`config.mk`:
```
export PLATFORM = sky130hd
export DESIGN_NAME = dts_result_queue
export DESIGN_NICKNAME = d
export VERILOG_FILES = /design/src/rtl/dts_pkg.sv /design/src/rtl/result_ram.sv /design/src/rtl/dts_result_queue.sv
export SDC_FILE = /design/constraint.sdc
export NUM_CORES = 1
export LEC_CHECK = 0
export CELL_PAD_IN_SITES_DETAIL_PLACEMENT = 0
export CELL_PAD_IN_SITES_GLOBAL_PLACEMENT = 1
export CORE_MARGIN = 8
export CORE_UTILIZATION = 51
export DETAILED_ROUTE_END_ITERATION = 7
export MAX_ROUTING_LAYER = met4
export PLACE_DENSITY = 0.78
export SKIP_LAST_GASP = 1
export SLEW_MARGIN = 10
export SYNTH_ARGS = -nofsm -noshare
export SYNTH_HDL_FRONTEND = slang
export SYNTH_SLANG_ARGS = --single-unit
```
`constraint.sdc`:
```
create_clock -name clk -period 2.5 [get_ports clk]
set_input_delay 0.625 -clock clk [delete_from_list [all_inputs] [get_ports clk]]
set_output_delay 0.625 -clock clk [all_outputs]
set_load 0.01 [all_outputs]
```
`src/rtl/dts_pkg.sv`:
```
// Shared FSM encodings and width helpers for the DTS result collector.
// Imported by the collector top and any later host-side blocks.
package dts_pkg;

  localparam logic [1:0] ST_ARB    = 2'd0;
  localparam logic [1:0] ST_ALIGN  = 2'd1;
  localparam logic [1:0] ST_FILL   = 2'd2;
  localparam logic [1:0] ST_RESUME = 2'd3;

  // Index width that never collapses to zero bits.
  function automatic int clog2_min1(input int x);
    return (x <= 2) ? 1 : $clog2(x);
  endfunction

endpackage

```
`src/rtl/result_ram.sv`:
```
// Simple dual-port result buffer: one write port, one registered read port.
// Contents are not reset; consumers must qualify reads themselves.
module result_ram #(
  parameter int AW = 4,
  parameter int DW = 20
) (
  input  logic          clk,
  input  logic          we,
  input  logic [AW-1:0] waddr,
  input  logic [DW-1:0] wdata,
  input  logic [AW-1:0] raddr,
  output logic [DW-1:0] rdata
);

  logic [DW-1:0] mem_q [1<<AW];
  logic [DW-1:0] rdata_d;
  logic [DW-1:0] rdata_q;

  always_comb rdata_d = mem_q[raddr];

  always_ff @(posedge clk) begin
    if (we) mem_q[waddr] <= wdata;
    rdata_q <= rdata_d;
  end

  assign rdata = rdata_q;

endmodule

```
`src/rtl/dts_result_queue.sv`:
```
// Round-robin collector: copies the row stream of a done worker into a FIFO of
// result slots, tags it with the worker index and pulses that worker's resume.
module dts_result_queue
  import dts_pkg::*;
#(
  parameter int n            = 3,
  parameter int M            = 19,
  parameter int NUM_WORKERS  = 3,
  parameter int RESULT_SLOTS = 4,
  localparam int R  = $clog2(n),
  localparam int S  = $clog2(RESULT_SLOTS),
  localparam int W  = clog2_min1(NUM_WORKERS),
  localparam int C  = $clog2(RESULT_SLOTS + 1),
  localparam int DW = M + 1
) (
  input  logic                      clk,
  input  logic                      reset,
  input  logic [NUM_WORKERS*DW-1:0] workerRows,
  input  logic [NUM_WORKERS-1:0]    workerDone,
  output logic [NUM_WORKERS-1:0]    workerResume,
  output logic [C-1:0]              resultCount,
  output logic                      resultValid,
  output logic [W-1:0]              resultWorker,
  input  logic [R-1:0]              rdRow,
  output logic [DW-1:0]             rdData,
  input  logic                      pop,
  output logic                      full
);

  logic [1:0]             state_q, state_d;
  logic [W-1:0]           sel_q, sel_d;
  logic [W-1:0]           rr_ptr_q, rr_ptr_d;
  logic [R-1:0]           row_idx_q, row_idx_d;
  logic [DW-1:0]          row_reg_q, row_reg_d;
  logic [S-1:0]           wr_slot_q, wr_slot_d;
  logic [S-1:0]           rd_slot_q, rd_slot_d;
  logic [C-1:0]           count_q, count_d;
  logic [NUM_WORKERS-1:0] pending_q, pending_d;
  logic [W-1:0]           tag_q [RESULT_SLOTS];
  logic [W-1:0]           tag_d [RESULT_SLOTS];
  logic                   rd_ok_q, rd_ok_d;

  logic [DW-1:0]          rows [NUM_WORKERS];
  logic [NUM_WORKERS-1:0] eligible;
  logic [NUM_WORKERS-1:0] resume_vec;
  logic                   commit;
  logic                   do_pop;
  logic                   ram_we;
  logic [S+R-1:0]         ram_waddr;
  logic [S+R-1:0]         ram_raddr;
  logic [DW-1:0]          ram_rdata;

  // First eligible index at or above ptr, otherwise the first one below it.
  function automatic logic [W-1:0] rr_pick(input logic [NUM_WORKERS-1:0] elig,
                                           input logic [W-1:0] ptr);
    logic [W-1:0] g;
    logic         found;
    g     = '0;
    found = 1'b0;
    for (int u = 0; u < NUM_WORKERS; u++) begin
      if (!found && elig[u] && (u >= int'(ptr))) begin
        g     = W'(u);
        found = 1'b1;
      end
    end
    for (int u = 0; u < NUM_WORKERS; u++) begin
      if (!found && elig[u]) begin
        g     = W'(u);
        found = 1'b1;
      end
    end
    return g;
  endfunction

  always_comb begin
    for (int u = 0; u < NUM_WORKERS; u++) rows[u] = workerRows[u*DW +: DW];
  end

  assign full     = (count_q == C'(RESULT_SLOTS));
  assign eligible = workerDone & ~pending_q;

  always_comb begin
    state_d    = state_q;
    sel_d      = sel_q;
    rr_ptr_d   = rr_ptr_q;
    row_idx_d  = row_idx_q;
    row_reg_d  = row_reg_q;
    wr_slot_d  = wr_slot_q;
    tag_d      = tag_q;
    commit     = 1'b0;
    ram_we     = 1'b0;
    resume_vec = '0;
    case (state_q)
      ST_ARB: begin
        if (!full && (|eligible)) begin
          sel_d   = rr_pick(eligible, rr_ptr_q);
          state_d = ST_ALIGN;
        end
      end
      ST_ALIGN: begin
        row_reg_d = rows[sel_q];
        row_idx_d = '0;
        state_d   = ST_FILL;
      end
      ST_FILL: begin
        // The stream keeps rotating, so n consecutive words cover every row.
        row_reg_d = rows[sel_q];
        ram_we    = 1'b1;
        row_idx_d = row_idx_q + 1'b1;
        if (row_idx_q == R'(n - 1)) begin
          commit            = 1'b1;
          tag_d[wr_slot_q]  = sel_q;
          wr_slot_d         = wr_slot_q + 1'b1;
          state_d           = ST_RESUME;
        end
      end
      default: begin
        for (int u = 0; u < NUM_WORKERS; u++) resume_vec[u] = (sel_q == W'(u));
        rr_ptr_d = (sel_q == W'(NUM_WORKERS - 1)) ? '0 : sel_q + 1'b1;
        state_d  = ST_ARB;
      end
    endcase
  end

  // A done level seen again before it drops must not be captured twice.
  assign pending_d = (pending_q & workerDone) | resume_vec;

  always_comb begin
    do_pop    = pop && (count_q != '0);
    rd_slot_d = rd_slot_q;
    if (do_pop) rd_slot_d = rd_slot_q + 1'b1;
    count_d = count_q;
    case ({commit, do_pop})
      2'b10:   count_d = count_q + 1'b1;
      2'b01:   count_d = count_q - 1'b1;
      default: count_d = count_q;
    endcase
    rd_ok_d = (count_q != '0);
  end

  always_ff @(posedge clk or posedge reset) begin
    if (reset) begin
      state_q   <= ST_ARB;
      sel_q     <= '0;
      rr_ptr_q  <= '0;
      row_idx_q <= '0;
      row_reg_q <= '0;
      wr_slot_q <= '0;
      rd_slot_q <= '0;
      count_q   <= '0;
      pending_q <= '0;
      rd_ok_q   <= 1'b0;
      for (int s = 0; s < RESULT_SLOTS; s++) tag_q[s] <= '0;
    end else begin
      state_q   <= state_d;
      sel_q     <= sel_d;
      rr_ptr_q  <= rr_ptr_d;
      row_idx_q <= row_idx_d;
      row_reg_q <= row_reg_d;
      wr_slot_q <= wr_slot_d;
      rd_slot_q <= rd_slot_d;
      count_q   <= count_d;
      pending_q <= pending_d;
      rd_ok_q   <= rd_ok_d;
      for (int s = 0; s < RESULT_SLOTS; s++) tag_q[s] <= tag_d[s];
    end
  end

  assign ram_waddr = {wr_slot_q, row_idx_q};
  assign ram_raddr = {rd_slot_q, rdRow};

  result_ram #(
    .AW(S + R),
    .DW(DW)
  ) u_ram (
    .clk  (clk),
    .we   (ram_we),
    .waddr(ram_waddr),
    .wdata(row_reg_q),
    .raddr(ram_raddr),
    .rdata(ram_rdata)
  );

  assign workerResume = resume_vec;
  assign resultCount  = count_q;
  assign resultValid  = (count_q != '0);
  assign resultWorker = tag_q[rd_slot_q];
  // RAM data is only exposed when the read was issued against a valid head.
  assign rdData       = rd_ok_q ? ram_rdata : '0;

endmodule

```
==> reports/results.tsv, run 1 <==
metric	value	unit
Crit path top cell by count	inv_1	
Vias/cell	5.69	
CP Cell Sequence	ha_1, inv_1, or3_1, inv_1, clkbuf_2	
design area	18000	um2
full die area	35400	um2
register area share after synthesis	0.739	
core area	29400	um2
post-synth design cell area	15100	um2
die height	188	um
Area Overhead vs Synth	19.3	%
met1 WL	14200	um
highest metal used	met4	
Peak VDD IR	0.626	mV
Largest delay share family, worst path	simple AND/OR/NAND/NOR gates	
largest family of logic cells by synthesized area	multiplexers	
EDFF count, synth	320	
switch share	0.289	
clock power share	0.289	
Multi-input gate area	3670	um2
CTS tree	yes	
final WL	32200	um
Routed Antenna Nets	0	
Seq pwr share	0.499	
top cell type by total area after synthesis	edfxtp_1	
largest net degree at the start of global routing	52	
Final Total Pwr	19.8	mW
FF+latch area	11200	um2
Critical Path Max Stage Delay	400	ps
CP Launch Type	register	
Synth Flop Type	edfxtp_1	
status	complete, no violations	
hold_buf cts	0	
Final Skew	15.1	ps
Synth warnings	0	
vias in the first global route	8165	
CP max FO	5	
Post-Synth Adder-Cell Area	0.0112	
Post-Synth XOR/XNOR Area	0.00347	
RSZ-0062 raised after global routing	true	
first-pass GRT wire length	48900	um
# port buffers	97	
fmax	412	MHz
fillers	2082	
routed len/inst	23.6	um
n_diodes	0	
detailed-route DRC error count	0	
Mapped Nets	887	
r2r endpoint	resultCount[2]$_DFFE_PP0P_	
Critical Path Slowest Stage Cell	or3_1	
CTS Root Cell	clkbuf_16	
Post-Syn Instances	806	
GR Overflow Total	0	
Slew @ Worst Pin	622	ps
ys async rst share	0.121	
CTS H-Tree Depth	2	
Hold/Removal Path Class	input pin to asynchronous set/reset pin	
fin. max-slew vios	0	
Synth cell types	32	
Gate power share	0.211	
min Tclk post-route	2430	ps
top-area cell type share of the netlist area	0.635	
Synth area leaders	edfxtp_1 64%, mux4_2 9.8%, dfrtp_1 7.8%	
Total Routing Usage GR	0.188	
Psw	5.74	mW
wire length on met3	2140	um
layout cells sized above 1	0.190	
boundary pin count	98	
Rel. slew slack	0.585	
Cell Pwr Density	1100	nW/um2
First-pass DRT Iterations	5	
final period utilization	0.972	
CP Class	register to output pin	
CTS buffer count	40	
Worst R2R Path Depth	9	
Worst-path clk slew	60	ps
Crit path arrival time	1800	ps
clock latency at the later pin of the worst-skew pair	530	ps
worst flop-to-flop path startpoint	row_idx_q[0]$_DFFE_PP0P_	
initial antenna violation count	0	
NumNets Final	1025	
syn avg cell area	18.8	um2
Placement Cell Area	16700	um2
Synth Area in Compound Gates	0.0400	
max cap viols	0	
leakage power	6.39	nW
CP Buf/Inv Count	3	
final hold violation count	0	
simple-gate share of the synthesized area	0.0406	
# setup viols final	0	
clk buf depth	3	
dpl hpwl	18200	um
Synth Register Bits	387	
Iteration-0 DRC Markers	603	
mux contribution to synthesized area	0.146	
Final Core Density	0.614	
worst setup margin	70.4	ps
GPL Wtd Cong	0.752	
R2R setup slack	460	ps
chip width	188	um
clk sink count	387	
Int Power	14.1	mW
via count	7771	
CP required	1880	ps
Rows	63	
initial core utilization	0.514	
endpoint type of the worst setup path	output pin	
DP Worst Slack	178	ps
Met2 Wirelength	15300	um
[stage by stage]
stage               hold slack (ps)  cells  TNS, ps
global placement                467   1289        0
finish                          375   1366        0
global route                    394   1366    -15.1
floorplan                       441    806        0
detailed placement              457   1289        0
CTS                             367   1363    -98.7
[what timing repair did]
action / in CTS / in global routing
pin swaps: 0 / 0
buffers inserted: 0 / 3
endpoints found under the setup margin: 13 / 6
gates resized for setup: 11 / 4
gates cloned: 0 / 0
hold endpoints to repair: 0 / 0
[metal layers]
metal / vias to the layer above / track usage
met4: 0 / 0.0500
li1: 3469 / -
met2: 320 / 0.292
met1: 3925 / 0.257
met3: 57 / 0.0307
met5: - / -
[sequential cells by signal (all words and copies together) (netlist names), 3 cells and up]
name / cells
pending_q: 3
resultCount: 3
row_reg_q: 20
tag_q: 8
u_ram.rdata: 20
u_ram.mem_q: 320
[Yosys cell counts, types with 2 or more instances]
cell type / n
edfxtp_1: 320
mux4_2: 66
dfrtp_1: 47
nor2_1: 44
a21oi_1: 43
a22oi_1: 40
clkbuf_1: 30
nand2_1: 30
and2_1: 22
mux2i_1: 22
dfxtp_1: 20
inv_1: 19
mux4_1: 16
and3_1: 13
ha_1: 12
o21ai_0: 10
mux2_2: 7
nand3_1: 7
buf_4: 5
buf_6: 5
a21o_1: 4
nand2b_1: 4
nor2b_1: 4
buf_2: 3
xnor2_1: 3
xor2_1: 3
or3_1: 2
[kinds of logic (layout without fill, tap and decap cells)]
family                   count (synthesis)  after routing
AND/OR/NAND/NOR                        129            129
flip-flops                             387            387
adder cells (fa/ha/maj)                 13             13
AO/OA/AOI/OAI                           98             98
XOR/XNOR                                 6              6
multiplexers                           111            111
buffers and inverters                   62            232
[power by group through the flow]
stage,sequential (mW),clock (mW),combinational (mW)
finish,9.90,5.74,4.19
global route,10.1,6.08,4.63
CTS,9.89,5.83,4.22
detailed placement,10.0,0,4.22
global placement,9.90,0,4.19
floorplan,9.51,0,2.58
[worst max-delay path by stage]
stage | startpoint | end | slack, ps | depth (start not counted)
after detailed placement | pop | resultCount[2]$_DFFE_PP0P_ | 180 | 8
after global routing | state_q[1]$_DFFE_PP0P_ | workerResume[1] | -20 | 5
after floorplan | state_q[0]$_DFFE_PP0P_ | u_ram.mem_q[11][0]$_DFFE_PP_ | 440 | 5
final | state_q[1]$_DFFE_PP0P_ | workerResume[1] | 70 | 5
after global placement | pop | resultCount[2]$_DFFE_PP0P_ | 210 | 8
after CTS | state_q[1]$_DFFE_PP0P_ | workerResume[1] | -100 | 5
[area by class of cell]
cell class / count / share of cell area
Sequential cell: 387 / 0.620
Multi-Input combinational cell: 357 / 0.203
Timing Repair Buffer: 139 / 0.0738
Clock buffer: 59 / 0.0657
Tap cell: 390 / 0.0270
Clock inverter: 15 / 0.00638
Inverter: 19 / 0.00395
[placed cells by master, fill, tap and decap left out, types with 30 or more instances in the layout]
master	n
clkbuf_16	42
nand2_1	30
a22oi_1	40
nor2_1	43
a21oi_1	43
dfrtp_1	47
clkdlybuf4s50_1	87
buf_4	38
mux4_2	66
edfxtp_1	320
Note: power is estimated with default switching activity, not from simulation.
==> run 2, diff against run 1 <==
- CAP_MARGIN: default -> 15
==> results of run 2 <==
The final DEF is identical to that of run 1; final timing and power are the same.
==> run 3, diff against run 2 <==
- CTS_CLUSTER_SIZE: default -> 8
- SLEW_MARGIN: 10 -> default
==> reports/results.tsv, run 3 (synthesis results as in run 1) <==
metric	value	unit
CP Class	register to output pin	
GR Overflow Total	0	
CTS H-Tree Depth	2	
Iteration-0 DRC Markers	671	
CP max FO	5	
RSZ-0062 raised after global routing	true	
DP Worst Slack	178	ps
Slew @ Worst Pin	635	ps
initial core utilization	0.514	
Peak VDD IR	0.606	mV
grt peak-use layer	met2	
Hold/Removal Path Class	input pin to asynchronous set/reset pin	
highest-count cells in the layout ignoring fill and taps	320 x edfxtp_1, 85 x clkdlybuf4s50_1, 66 x mux4_2, 55 x clkbuf_16, 47 x dfrtp_1	
full die area	35400	um2
largest net degree at the start of global routing	52	
CP startpoint	state_q[1]$_DFFE_PP0P_	
Final Skew	8.55	ps
Biggest register	u_ram.mem_q	
Rel. slew slack	0.577	
Cell Pwr Density	1130	nW/um2
status	complete, no violations	
worst hold slack	359	ps
commonest non-fill, non-tap cell in the layout	edfxtp_1	
Worst R2R Path Depth	9	
FF+latch area	11200	um2
worst setup path endpoint	workerResume[1]	
max cap viols	0	
met1 global-route usage	0.264	
boundary pin count	98	
min Tclk post-route	2420	ps
worst setup margin	81.0	ps
first-pass GRT wire length	50400	um
initial antenna violation count	0	
R2R setup slack	450	ps
DP Cell Count	1289	
die height	188	um
endpoint type of the worst setup path	output pin	
fmax	413	MHz
Area Overhead vs Synth	21.0	%
Largest register FFs	320	
chip width	188	um
clk buf depth	3	
worst flop-to-flop path startpoint	row_idx_q[0]$_DFFE_PP0P_	
# setup viols final	0	
final hold violation count	0	
CTS buffer count	54	
GR Layer Usage met2	0.303	
Final Total Pwr	20.7	mW
Crit path arrival time	1790	ps
vias in the first global route	8245	
clock latency at the later pin of the worst-skew pair	540	ps
leakage power	6.51	nW
core area	29400	um2
Rows	63	
r2r endpoint	resultCount[2]$_DFFE_PP0P_	
final WL	33300	um
via count	7942	
CTS tree	yes	
CP Launch Type	register	
Vias/cell	5.71	
dpl hpwl	18200	um
# port buffers	97	
Worst-path clk slew	50	ps
Finished Layout Cells	1392	
GPL Wtd Cong	0.752	
Total Routing Usage GR	0.194	
fin. max-slew vios	0	
NumNets Final	1039	
routed len/inst	23.9	um
Routed Antenna Nets	0	
layout cells sized above 1	0.181	
final period utilization	0.968	
Multi-input gate area	3670	um2
hold_buf cts	0	
met3 GRT Util	0.0351	
CTS Root Cell	clkbuf_16	
CP required	1880	ps
fillers	2069	
n_diodes	0	
First-pass DRT Iterations	5	
detailed-route DRC error count	0	
clk sink count	387	
run 3: repair_timing:
action                                  in CTS  in global routing
endpoints found under the setup margin      20                  5
buffers inserted                             0                  3
resized for setup                           12                  5
run 3: power by group:
part	internal [mW]	leakage, nW	total, mW	switching [mW]
Combinational	1.90	2.16	4.19	2.29
Clock	4.09	0.733	6.61	2.52
Sequential	8.79	3.61	9.93	1.14
run 3: cell type report:
cell class | instances | share of cell area
flip-flops and latches | 387 | 0.611
multi-input cells | 357 | 0.200
clock buffers | 98 | 0.0840
repair buffers | 139 | 0.0730
well taps | 390 | 0.0267
inverters | 19 | 0.00390
clock inverters | 2 | 0.000889
run 3: per-stage QoR:
step | util | setup TNS, ps | area (um2)
5_1_grt | 0.622 | -18.2 | 18300
2_1_floorplan | - | 0 | 15100
3_5_place_dp | 0.568 | 0 | 16700
4_1_cts | 0.622 | -107 | 18300
6_report | 0.622 | 0 | 18300
3_3_place_gp | 0.568 | 0 | 16700
run 3: layer usage:
layer	wire length (um)	share of wire	up-vias
met2	16100	0.48	375
met1	14300	0.43	4009
li1	-	-	3508
met4	526	0.016	0
met5	0	0	-
met3	2390	0.072	50
run 3: worst max-delay path, stage by stage (launching register included):
cell and delay, ps:
dfrtp_1 370, ha_1 170, inv_1 100, or3_1 390, inv_1 90, clkbuf_2 140
run 3: how the worst min path moves through the flow:
| stage | end | slack (ps) | cells after the start |
|---|---|---|---|
| CTS | row_reg_q[16]$_DFFE_PP0P_ | 350 | 2 |
| finish | row_reg_q[16]$_DFFE_PP0P_ | 360 | 2 |
| floorplan | pending_q[1]$_DFF_PP0_ | 440 | 2 |
| global route | row_reg_q[16]$_DFFE_PP0P_ | 380 | 2 |
| global placement | tag_q[2]$_DFFE_PP0P_ | 470 | 2 |
| detailed placement | pending_q[1]$_DFF_PP0_ | 460 | 2 |
